$ cat src/rtl/config_pkg.sv
// ----------------------------------------------------------------------------
// config_pkg
//   Machine-wide configuration shared by the MMU blocks.
//   XLEN : architectural register / address width.
// ----------------------------------------------------------------------------
package config_pkg;
  parameter int XLEN = 64;
endpackage : config_pkg

$ cat src/rtl/tlb_refill_arbiter_if.sv
// ----------------------------------------------------------------------------
// tlb_refill_arbiter_if
//   Bundles every signal between the two TLBs, the shared HPTW and the refill
//   arbiter.
//   slave  : arbiter side (takes misses and walk results, drives the walk
//            request and the TLB write/fault strobes).
//   master : environment side (TLBs + HPTW), the mirror image of slave.
//   Signals:
//     ITLBMiss/DTLBMiss, ITLBVAdr/DTLBVAdr, TLBFlush    TLB -> arbiter
//     WalkReq, WalkVAdr, WalkSel                       arbiter -> HPTW
//     WalkDone, WalkFault, WalkPTE, WalkPageType       HPTW -> arbiter
//     PTE, PageTypeWriteVal, ITLBWrite, DTLBWrite,
//     IWalkFault, DWalkFault                           arbiter -> TLBs
// ----------------------------------------------------------------------------
interface tlb_refill_arbiter_if #(
  parameter int XLEN = config_pkg::XLEN
);
  logic            ITLBMiss;
  logic            DTLBMiss;
  logic [XLEN-1:0] ITLBVAdr;
  logic [XLEN-1:0] DTLBVAdr;
  logic            TLBFlush;

  logic            WalkReq;
  logic [XLEN-1:0] WalkVAdr;
  logic            WalkSel;

  logic            WalkDone;
  logic            WalkFault;
  logic [XLEN-1:0] WalkPTE;
  logic [1:0]      WalkPageType;

  logic [XLEN-1:0] PTE;
  logic [1:0]      PageTypeWriteVal;
  logic            ITLBWrite;
  logic            DTLBWrite;
  logic            IWalkFault;
  logic            DWalkFault;

  modport slave (
    input  ITLBMiss, DTLBMiss, ITLBVAdr, DTLBVAdr, TLBFlush,
    input  WalkDone, WalkFault, WalkPTE, WalkPageType,
    output WalkReq, WalkVAdr, WalkSel,
    output PTE, PageTypeWriteVal, ITLBWrite, DTLBWrite, IWalkFault, DWalkFault
  );

  modport master (
    output ITLBMiss, DTLBMiss, ITLBVAdr, DTLBVAdr, TLBFlush,
    output WalkDone, WalkFault, WalkPTE, WalkPageType,
    input  WalkReq, WalkVAdr, WalkSel,
    input  PTE, PageTypeWriteVal, ITLBWrite, DTLBWrite, IWalkFault, DWalkFault
  );
endinterface : tlb_refill_arbiter_if

$ cat src/rtl/tlb_refill_arbiter.sv
// ----------------------------------------------------------------------------
// tlb_refill_arbiter
//   Shares one hardware page-table walker between the ITLB and the DTLB.
//   Picks a pending miss, launches a walk for its VAdr, and steers the leaf
//   PTE / page type into the owning TLB's write port. Walk faults become a
//   one-cycle fault pulse to the owner; an sfence flush abandons the walk
//   (or suppresses the pending write) so no stale entry survives.
//   Ports:
//     clk    : clock
//     reset  : synchronous, active-high reset
//     bus    : tlb_refill_arbiter_if.slave (TLB, HPTW and write-back signals)
//   Parameter:
//     STARVE_LIMIT : consecutive DTLB wins over a waiting ITLB before the
//                    ITLB is forced to win.
// ----------------------------------------------------------------------------
module tlb_refill_arbiter #(
  parameter int STARVE_LIMIT = 4
) (
  input  logic                 clk,
  input  logic                 reset,
  tlb_refill_arbiter_if.slave  bus
);

  localparam int XLEN     = config_pkg::XLEN;
  localparam int STREAK_W = $clog2(STARVE_LIMIT + 1);
  localparam logic [STREAK_W-1:0] STREAK_MAX = STREAK_W'(STARVE_LIMIT);

  typedef enum logic [1:0] {
    S_IDLE,   // waiting for a miss
    S_WALK,   // HPTW busy on our behalf, WalkReq high
    S_WRITE,  // result registered, strobing the owner's write port
    S_ABORT   // flushed mid-walk, draining the HPTW's completion
  } state_e;

  state_e                r_state;
  state_e                w_state_nxt;
  logic [XLEN-1:0]       r_walk_vadr;
  logic                  r_walk_sel;     // 1 = ITLB owns the walk
  logic [XLEN-1:0]       r_pte;
  logic [1:0]            r_page_type;
  logic                  r_ifault;
  logic                  r_dfault;
  logic [STREAK_W-1:0]   r_dstreak;      // DTLB wins while ITLB was waiting

  logic                  w_grant;
  logic                  w_grant_i;
  logic                  w_capture;
  logic                  w_ifault_nxt;
  logic                  w_dfault_nxt;
  logic [STREAK_W-1:0]   w_dstreak_nxt;

  // NOTE: every signal driven here gets a default before the case statement;
  // a path that leaves one unassigned would infer a latch.
  always_comb begin
    w_state_nxt   = r_state;
    w_grant       = 1'b0;
    w_grant_i     = 1'b0;
    w_capture     = 1'b0;
    w_ifault_nxt  = 1'b0;
    w_dfault_nxt  = 1'b0;
    w_dstreak_nxt = r_dstreak;

    unique case (r_state)
      S_IDLE: begin
        // A flush cycle never grants: the requester's VAdr may belong to
        // the translation context being torn down.
        if (!bus.TLBFlush && (bus.ITLBMiss || bus.DTLBMiss)) begin
          w_grant     = 1'b1;
          // DTLB wins ties until it has starved the ITLB STARVE_LIMIT times.
          w_grant_i   = bus.ITLBMiss && (!bus.DTLBMiss || (r_dstreak == STREAK_MAX));
          w_state_nxt = S_WALK;
        end
      end

      S_WALK: begin
        if (bus.TLBFlush) begin
          // A completion in the flush cycle is simply dropped; otherwise
          // the HPTW still owes us a WalkDone that must be drained.
          w_state_nxt = bus.WalkDone ? S_IDLE : S_ABORT;
        end else if (bus.WalkDone) begin
          if (bus.WalkFault) begin
            w_ifault_nxt = r_walk_sel;
            w_dfault_nxt = !r_walk_sel;
            w_state_nxt  = S_IDLE;
          end else begin
            w_capture    = 1'b1;
            w_state_nxt  = S_WRITE;
          end
        end
      end

      S_WRITE: w_state_nxt = S_IDLE;

      S_ABORT: begin
        if (bus.WalkDone) w_state_nxt = S_IDLE;
      end

      default: w_state_nxt = S_IDLE;
    endcase

    // Starvation counter only moves on a grant; it cannot exceed the limit
    // because at the limit a waiting ITLB always wins and clears it.
    if (w_grant) begin
      if (w_grant_i || !bus.ITLBMiss) begin
        w_dstreak_nxt = '0;
      end else if (r_dstreak != STREAK_MAX) begin
        w_dstreak_nxt = r_dstreak + STREAK_W'(1);
      end
    end
  end

  // NOTE: sequential state uses non-blocking assignments so every register
  // samples the pre-edge values regardless of statement order.
  always_ff @(posedge clk) begin
    if (reset) begin
      r_state     <= S_IDLE;
      r_walk_vadr <= '0;
      r_walk_sel  <= 1'b0;
      r_pte       <= '0;
      r_page_type <= '0;
      r_ifault    <= 1'b0;
      r_dfault    <= 1'b0;
      r_dstreak   <= '0;
    end else begin
      r_state     <= w_state_nxt;
      r_dstreak   <= w_dstreak_nxt;
      r_ifault    <= w_ifault_nxt;
      r_dfault    <= w_dfault_nxt;
      if (w_grant) begin
        r_walk_vadr <= w_grant_i ? bus.ITLBVAdr : bus.DTLBVAdr;
        r_walk_sel  <= w_grant_i;
      end
      if (w_capture) begin
        r_pte       <= bus.WalkPTE;
        r_page_type <= bus.WalkPageType;
      end
    end
  end

  assign bus.WalkReq          = (r_state == S_WALK);
  assign bus.WalkVAdr         = r_walk_vadr;
  assign bus.WalkSel          = r_walk_sel;
  assign bus.PTE              = r_pte;
  assign bus.PageTypeWriteVal = r_page_type;
  // A flush arriving in the write cycle must kill the strobe, so the write
  // enables stay combinational on TLBFlush.
  assign bus.ITLBWrite        = (r_state == S_WRITE) &&  r_walk_sel && !bus.TLBFlush;
  assign bus.DTLBWrite        = (r_state == S_WRITE) && !r_walk_sel && !bus.TLBFlush;
  assign bus.IWalkFault       = r_ifault;
  assign bus.DWalkFault       = r_dfault;

endmodule : tlb_refill_arbiter
$ cat src/flat_wrapper.sv
// flat-port wrapper written by rule: the top's interface ports become plain ports
module tlb_refill_arbiter_flat 
#(
  parameter int STARVE_LIMIT = 4
)
  (clk, reset, bus_ITLBMiss, bus_DTLBMiss, bus_ITLBVAdr, bus_DTLBVAdr, bus_TLBFlush, bus_WalkDone, bus_WalkFault, bus_WalkPTE, bus_WalkPageType, bus_WalkReq, bus_WalkVAdr, bus_WalkSel, bus_PTE, bus_PageTypeWriteVal, bus_ITLBWrite, bus_DTLBWrite, bus_IWalkFault, bus_DWalkFault);
  tlb_refill_arbiter_if bus_i ();
  input  logic clk;
  input  logic reset;
  input wire logic [$bits(bus_i.ITLBMiss)-1:0] bus_ITLBMiss;
  input wire logic [$bits(bus_i.DTLBMiss)-1:0] bus_DTLBMiss;
  input wire logic [$bits(bus_i.ITLBVAdr)-1:0] bus_ITLBVAdr;
  input wire logic [$bits(bus_i.DTLBVAdr)-1:0] bus_DTLBVAdr;
  input wire logic [$bits(bus_i.TLBFlush)-1:0] bus_TLBFlush;
  input wire logic [$bits(bus_i.WalkDone)-1:0] bus_WalkDone;
  input wire logic [$bits(bus_i.WalkFault)-1:0] bus_WalkFault;
  input wire logic [$bits(bus_i.WalkPTE)-1:0] bus_WalkPTE;
  input wire logic [$bits(bus_i.WalkPageType)-1:0] bus_WalkPageType;
  output wire logic [$bits(bus_i.WalkReq)-1:0] bus_WalkReq;
  output wire logic [$bits(bus_i.WalkVAdr)-1:0] bus_WalkVAdr;
  output wire logic [$bits(bus_i.WalkSel)-1:0] bus_WalkSel;
  output wire logic [$bits(bus_i.PTE)-1:0] bus_PTE;
  output wire logic [$bits(bus_i.PageTypeWriteVal)-1:0] bus_PageTypeWriteVal;
  output wire logic [$bits(bus_i.ITLBWrite)-1:0] bus_ITLBWrite;
  output wire logic [$bits(bus_i.DTLBWrite)-1:0] bus_DTLBWrite;
  output wire logic [$bits(bus_i.IWalkFault)-1:0] bus_IWalkFault;
  output wire logic [$bits(bus_i.DWalkFault)-1:0] bus_DWalkFault;
  assign bus_i.ITLBMiss = bus_ITLBMiss;
  assign bus_i.DTLBMiss = bus_DTLBMiss;
  assign bus_i.ITLBVAdr = bus_ITLBVAdr;
  assign bus_i.DTLBVAdr = bus_DTLBVAdr;
  assign bus_i.TLBFlush = bus_TLBFlush;
  assign bus_i.WalkDone = bus_WalkDone;
  assign bus_i.WalkFault = bus_WalkFault;
  assign bus_i.WalkPTE = bus_WalkPTE;
  assign bus_i.WalkPageType = bus_WalkPageType;
  assign bus_WalkReq = bus_i.WalkReq;
  assign bus_WalkVAdr = bus_i.WalkVAdr;
  assign bus_WalkSel = bus_i.WalkSel;
  assign bus_PTE = bus_i.PTE;
  assign bus_PageTypeWriteVal = bus_i.PageTypeWriteVal;
  assign bus_ITLBWrite = bus_i.ITLBWrite;
  assign bus_DTLBWrite = bus_i.DTLBWrite;
  assign bus_IWalkFault = bus_i.IWalkFault;
  assign bus_DWalkFault = bus_i.DWalkFault;
  tlb_refill_arbiter #(.STARVE_LIMIT(STARVE_LIMIT)) u_core (.clk(clk), .reset(reset), .bus(bus_i));
endmodule
$ cat config.mk
export PLATFORM = sky130hd
export DESIGN_NAME = tlb_refill_arbiter_flat
export DESIGN_NICKNAME = d
export VERILOG_FILES = /design/src/rtl/config_pkg.sv /design/src/rtl/tlb_refill_arbiter_if.sv /design/src/rtl/tlb_refill_arbiter.sv /design/src/flat_wrapper.sv
export SDC_FILE = /design/constraint.sdc
export NUM_CORES = 1
export LEC_CHECK = 0
export CELL_PAD_IN_SITES_DETAIL_PLACEMENT = 0
export CELL_PAD_IN_SITES_GLOBAL_PLACEMENT = 1
export CORE_MARGIN = 4
export CORE_UTILIZATION = 26
export CTS_CLUSTER_DIAMETER = 80
export DETAILED_ROUTE_END_ITERATION = 10
export GPL_ROUTABILITY_DRIVEN = 1
export GPL_TIMING_DRIVEN = 1
export PLACE_DENSITY = 0.85
export SLEW_MARGIN = 20
export SYNTH_ARGS = -nofsm -noshare
export SYNTH_HDL_FRONTEND = slang
export SYNTH_SLANG_ARGS = --single-unit
$ cat constraint.sdc
create_clock -name clk -period 2.2 [get_ports clk]
set_input_delay 0.55 -clock clk [delete_from_list [all_inputs] [get_ports clk]]
set_output_delay 0.55 -clock clk [all_outputs]
set_load 0.01 [all_outputs]
==> out/qor.log <==
INFO  sta            timing.clock.skew=0.008730ns
INFO  sta            finalHoldWorstSlack=0.4517ns
INFO  synthesis      synthDominantCellAreaShare=48.36%
INFO  synthesis      synthDominantAreaCellType=dfxtp_1
INFO  floorplanning  design.die.area=24410um^2
INFO  synthesis      compound_cell_area_share_of_the_yosys_netlist=24.55%
INFO  sta            maxSlewHeadroom=60.93%
INFO  global_routing grt_antenna_before_repair=1
INFO  global_routing grt_util_all_layers=16.38%
INFO  synthesis      ys_warn_count=0
INFO  synthesis      ys_top_cells_by_count=202 x nand2_1, 138 x dfxtp_1, 125 x a21oi_1, 66 x nor2_1
INFO  flow_run       maxCapViolCount=0
INFO  setup_path     cp.required=1.65ns
INFO  power          p_per_area=671.5nW/um^2
INFO  synthesis      synth-seq-area-share=48.36%
INFO  sta            worst_slack=0.1111ns
INFO  clock_tree     cts_tree=yes
INFO  cells_and_area drive_above_1_share=11.92%
INFO  sta            final-hold-violation-count=0
INFO  synthesis      synth_most_common_cell=nand2_1
INFO  placement      numPlacedInstances=1283
INFO  setup_path     ff2ff_path_depth=7
INFO  floorplanning  chipWidth=156.2um
INFO  min_path       hold_path_cells=2
INFO  clock_tree     clk-insertion-delay-late=0.42ns
INFO  cells_and_area finish.cell_count_without_fillers=1315
INFO  cells_and_area area_growth=75.91%
INFO  synthesis      synth_top_family_by_area=compound AO/OA/AOI/OAI gates
INFO  synthesis      post_synth_inst_count=688
INFO  synthesis      synth-seq-cells=138
INFO  clock_tree     cts_inserted_buffers=17
INFO  drt            antenna_violating_nets_post_route=0
INFO  drt            route.vias.total=5941
INFO  floorplanning  cell_row_count=53
INFO  drt            drt_drc_violations_left=0
INFO  sta            setup_viol=0
INFO  clock_tree     ctsHtreeMaxLevel=4
INFO  drt            drt_iter0_drc=296
INFO  placement      placement.setup.worst_slack=-0.1968ns
INFO  floorplanning  boundaryPins=337
INFO  sta            tightestPinTransition=0.5838ns
INFO  power          ir_drop=409.2uV
INFO  synthesis      ys.flop_type=dfxtp_1
INFO  setup_path     worst_setup_path_end_kind=primary output
INFO  clock_tree     cts_buffer_depth=2
INFO  sta            fin_crit_sh=94.95%
INFO  synthesis      post_synth_edffs=0
INFO  synthesis      postSynth.asyncResetShare=0%
INFO  cells_and_area diodes=0
INFO  placement      gp_congestion=0.8238
INFO  global_routing grt_first_pass_wirelength=31810um
INFO  clock_tree     cts_hold_buf=0
INFO  clock_tree     post-cts-setup-buffers=0
INFO  setup_path     worst-path-max-fanout=3
INFO  placement      numPortBuffers=336
INFO  setup_path     crit_arrival=1.54ns
INFO  placement      post_dp_hpwl=15390um
INFO  clock_tree     cts.reportedPaths.clkPinSlew=0.06ns
INFO  cells_and_area nets=1230
INFO  clock_tree     tritoncts_num_sinks=138
INFO  floorplanning  initial_utilization=26.84%
INFO  cells_and_area layout.filler_cells=2065
INFO  drt            drtPass1Iterations=4
INFO  global_routing global_route.overflow_total=0
INFO  global_routing largest_net_degree_at_the_start_of_global_routing=60
INFO  floorplanning  fp.dieH=156.2um
INFO  sta            setup_repair_after_global_routing_missed_its_margin=false
INFO  synthesis      synth.cell_area=5713um^2
INFO  floorplanning  coreArea=21290um^2
INFO  synthesis      number_of_nets_in_the_synthesized_netlist=891
INFO  synthesis      xor_and_xnor_area_share_after_synthesis=0%
INFO  synthesis      synthesis.area_per_instance=8.304um^2
INFO  drt            detail_route.wirelength=20940um
INFO  run_status     run_status=finished clean
INFO  synthesis      synthTopCellsByArea=dfxtp_1 48%, nand2_1 13%, a21oi_1 11%
INFO  synthesis      area_fraction_in_and_or_nand_and_nor_cells_after_synthesis=19.91%
INFO  sta            timing_max_transition_violations_final=0
INFO  setup_path     start_kind=input port
INFO  sta            post-route-min-period=2.089ns
INFO  sta            fmaxAchievable=0.4787GHz
INFO  power          leakagePower=3.651nW
INFO  clock_tree     clk_root_buffer_cell=clkbuf_16
INFO  global_routing number_of_global_route_vias_before_repair=5924
INFO  min_path       holdCritPathClass=register to register
INFO  synthesis      synth.area.mux_share=0%
INFO  synthesis      synth_fa_ha_area_share=0.4380%
INFO  setup_path     worstSetupPathType=input port to primary output
INFO  drt            drt-vias-per-instance=4.518
INFO  drt            drt-wirelength-per-cell=15.92um
INFO  synthesis      synth_cell_type_count=33
[timing repair]
item | 4_1_cts | 5_1_grt
gates resized for setup | 3 | 1
pin swaps | 0 | 0
endpoints found under the setup margin | 3 | 1
[stage by stage]
step                power [mW]  util (%)  TNS [ns]  instance area [um^2]
floorplan                3.238         -         0                  5713
global placement         3.996     44.54    -1.465                  9480
detailed placement       4.006     44.54    -3.805                  9480
CTS                      6.864     47.20         0                 10050
global route             7.061     47.21         0                 10050
finish                   6.748     47.21         0                 10050
[where the power goes]
group,switching (mW),leakage (nW),internal [mW]
logic,0.518,2.27,0.733
registers,0.0664,1.13,2.62
clock network,1.22,0.259,1.58
total,1.81,3.65,4.94
[state kept, by name, summed over array words and instances (netlist names)]
register / cells
u_core.bus.WalkVAdr: 64
u_core.bus.PTE: 64
u_core.bus.PageTypeWriteVal: 2
u_core.bus.WalkSel: 1
u_core.r_dstreak: 3
u_core.bus.IWalkFault: 1
u_core.bus.DWalkFault: 1
u_core.r_state: 2
[routing by layer]
metal	part of all wire [%]	up-vias	track usage, %	wire length [um]
li1	-	2998	-	-
met1	41	2732	18.91	8518
met2	50	180	28.76	10540
met3	6.5	29	4.978	1366
met4	2.4	2	5.744	507
met5	0.062	-	0	13
[final cells by class]
| cell class | instances | area [um^2] | share of cell area [%] |
|---|---|---|---|
| Sequential cell | 138 | 2764 | 27.50 |
| Clock buffer | 18 | 429.2 | 4.270 |
| Tap cell | 275 | 344.1 | 3.424 |
| Clock inverter | 14 | 138.9 | 1.382 |
| Timing Repair Buffer | 376 | 3786 | 37.67 |
| Multi-Input combinational cell | 492 | 2580 | 25.67 |
| Inverter | 2 | 7.507 | 0.07470 |
[logic make-up (layout without fill, tap and decap cells)]
group,count (synthesis),after routing
simple gates,285,285
compound gates,205,205
flops,138,138
buf+inv,58,410
fa+ha+maj,2,2
[worst paths after layout]
check	start	end	slack, ns
hold reg to reg	u_core.bus.PTE[4]	u_core.bus.PTE[4]	0.45
setup / recovery	bus_TLBFlush	bus_ITLBWrite	0.11
setup reg to reg	u_core.r_dstreak[0]	u_core.bus.WalkVAdr[35]	0.50
hold / removal	u_core.bus.PTE[4]	u_core.bus.PTE[4]	0.45
[worst max-delay path: stages]
cell	delay (ns)
clkdlybuf4s50_1	0.44
nor4bb_1	0.25
dlygate4sd2_1	0.30
[placed cells by master, fill, tap and decap left out, drive strengths merged, types with 2 or more instances in the layout]
master,synthesis,layout
dfxtp,138,138
a211oi,64,64
clkdlybuf4s50,0,332
nand2,203,203
clkinvlp,0,6
o21ai,2,2
a21oi,136,136
nor2,66,66
nand3,2,2
inv,2,8
ha,2,2
nor4b,2,2
clkbuf,19,18
nor4bb,2,2
buf,37,41
nor3,2,2
dlygate4sd2,0,2
No activity file was read; power rests on OpenSTA's default activity.
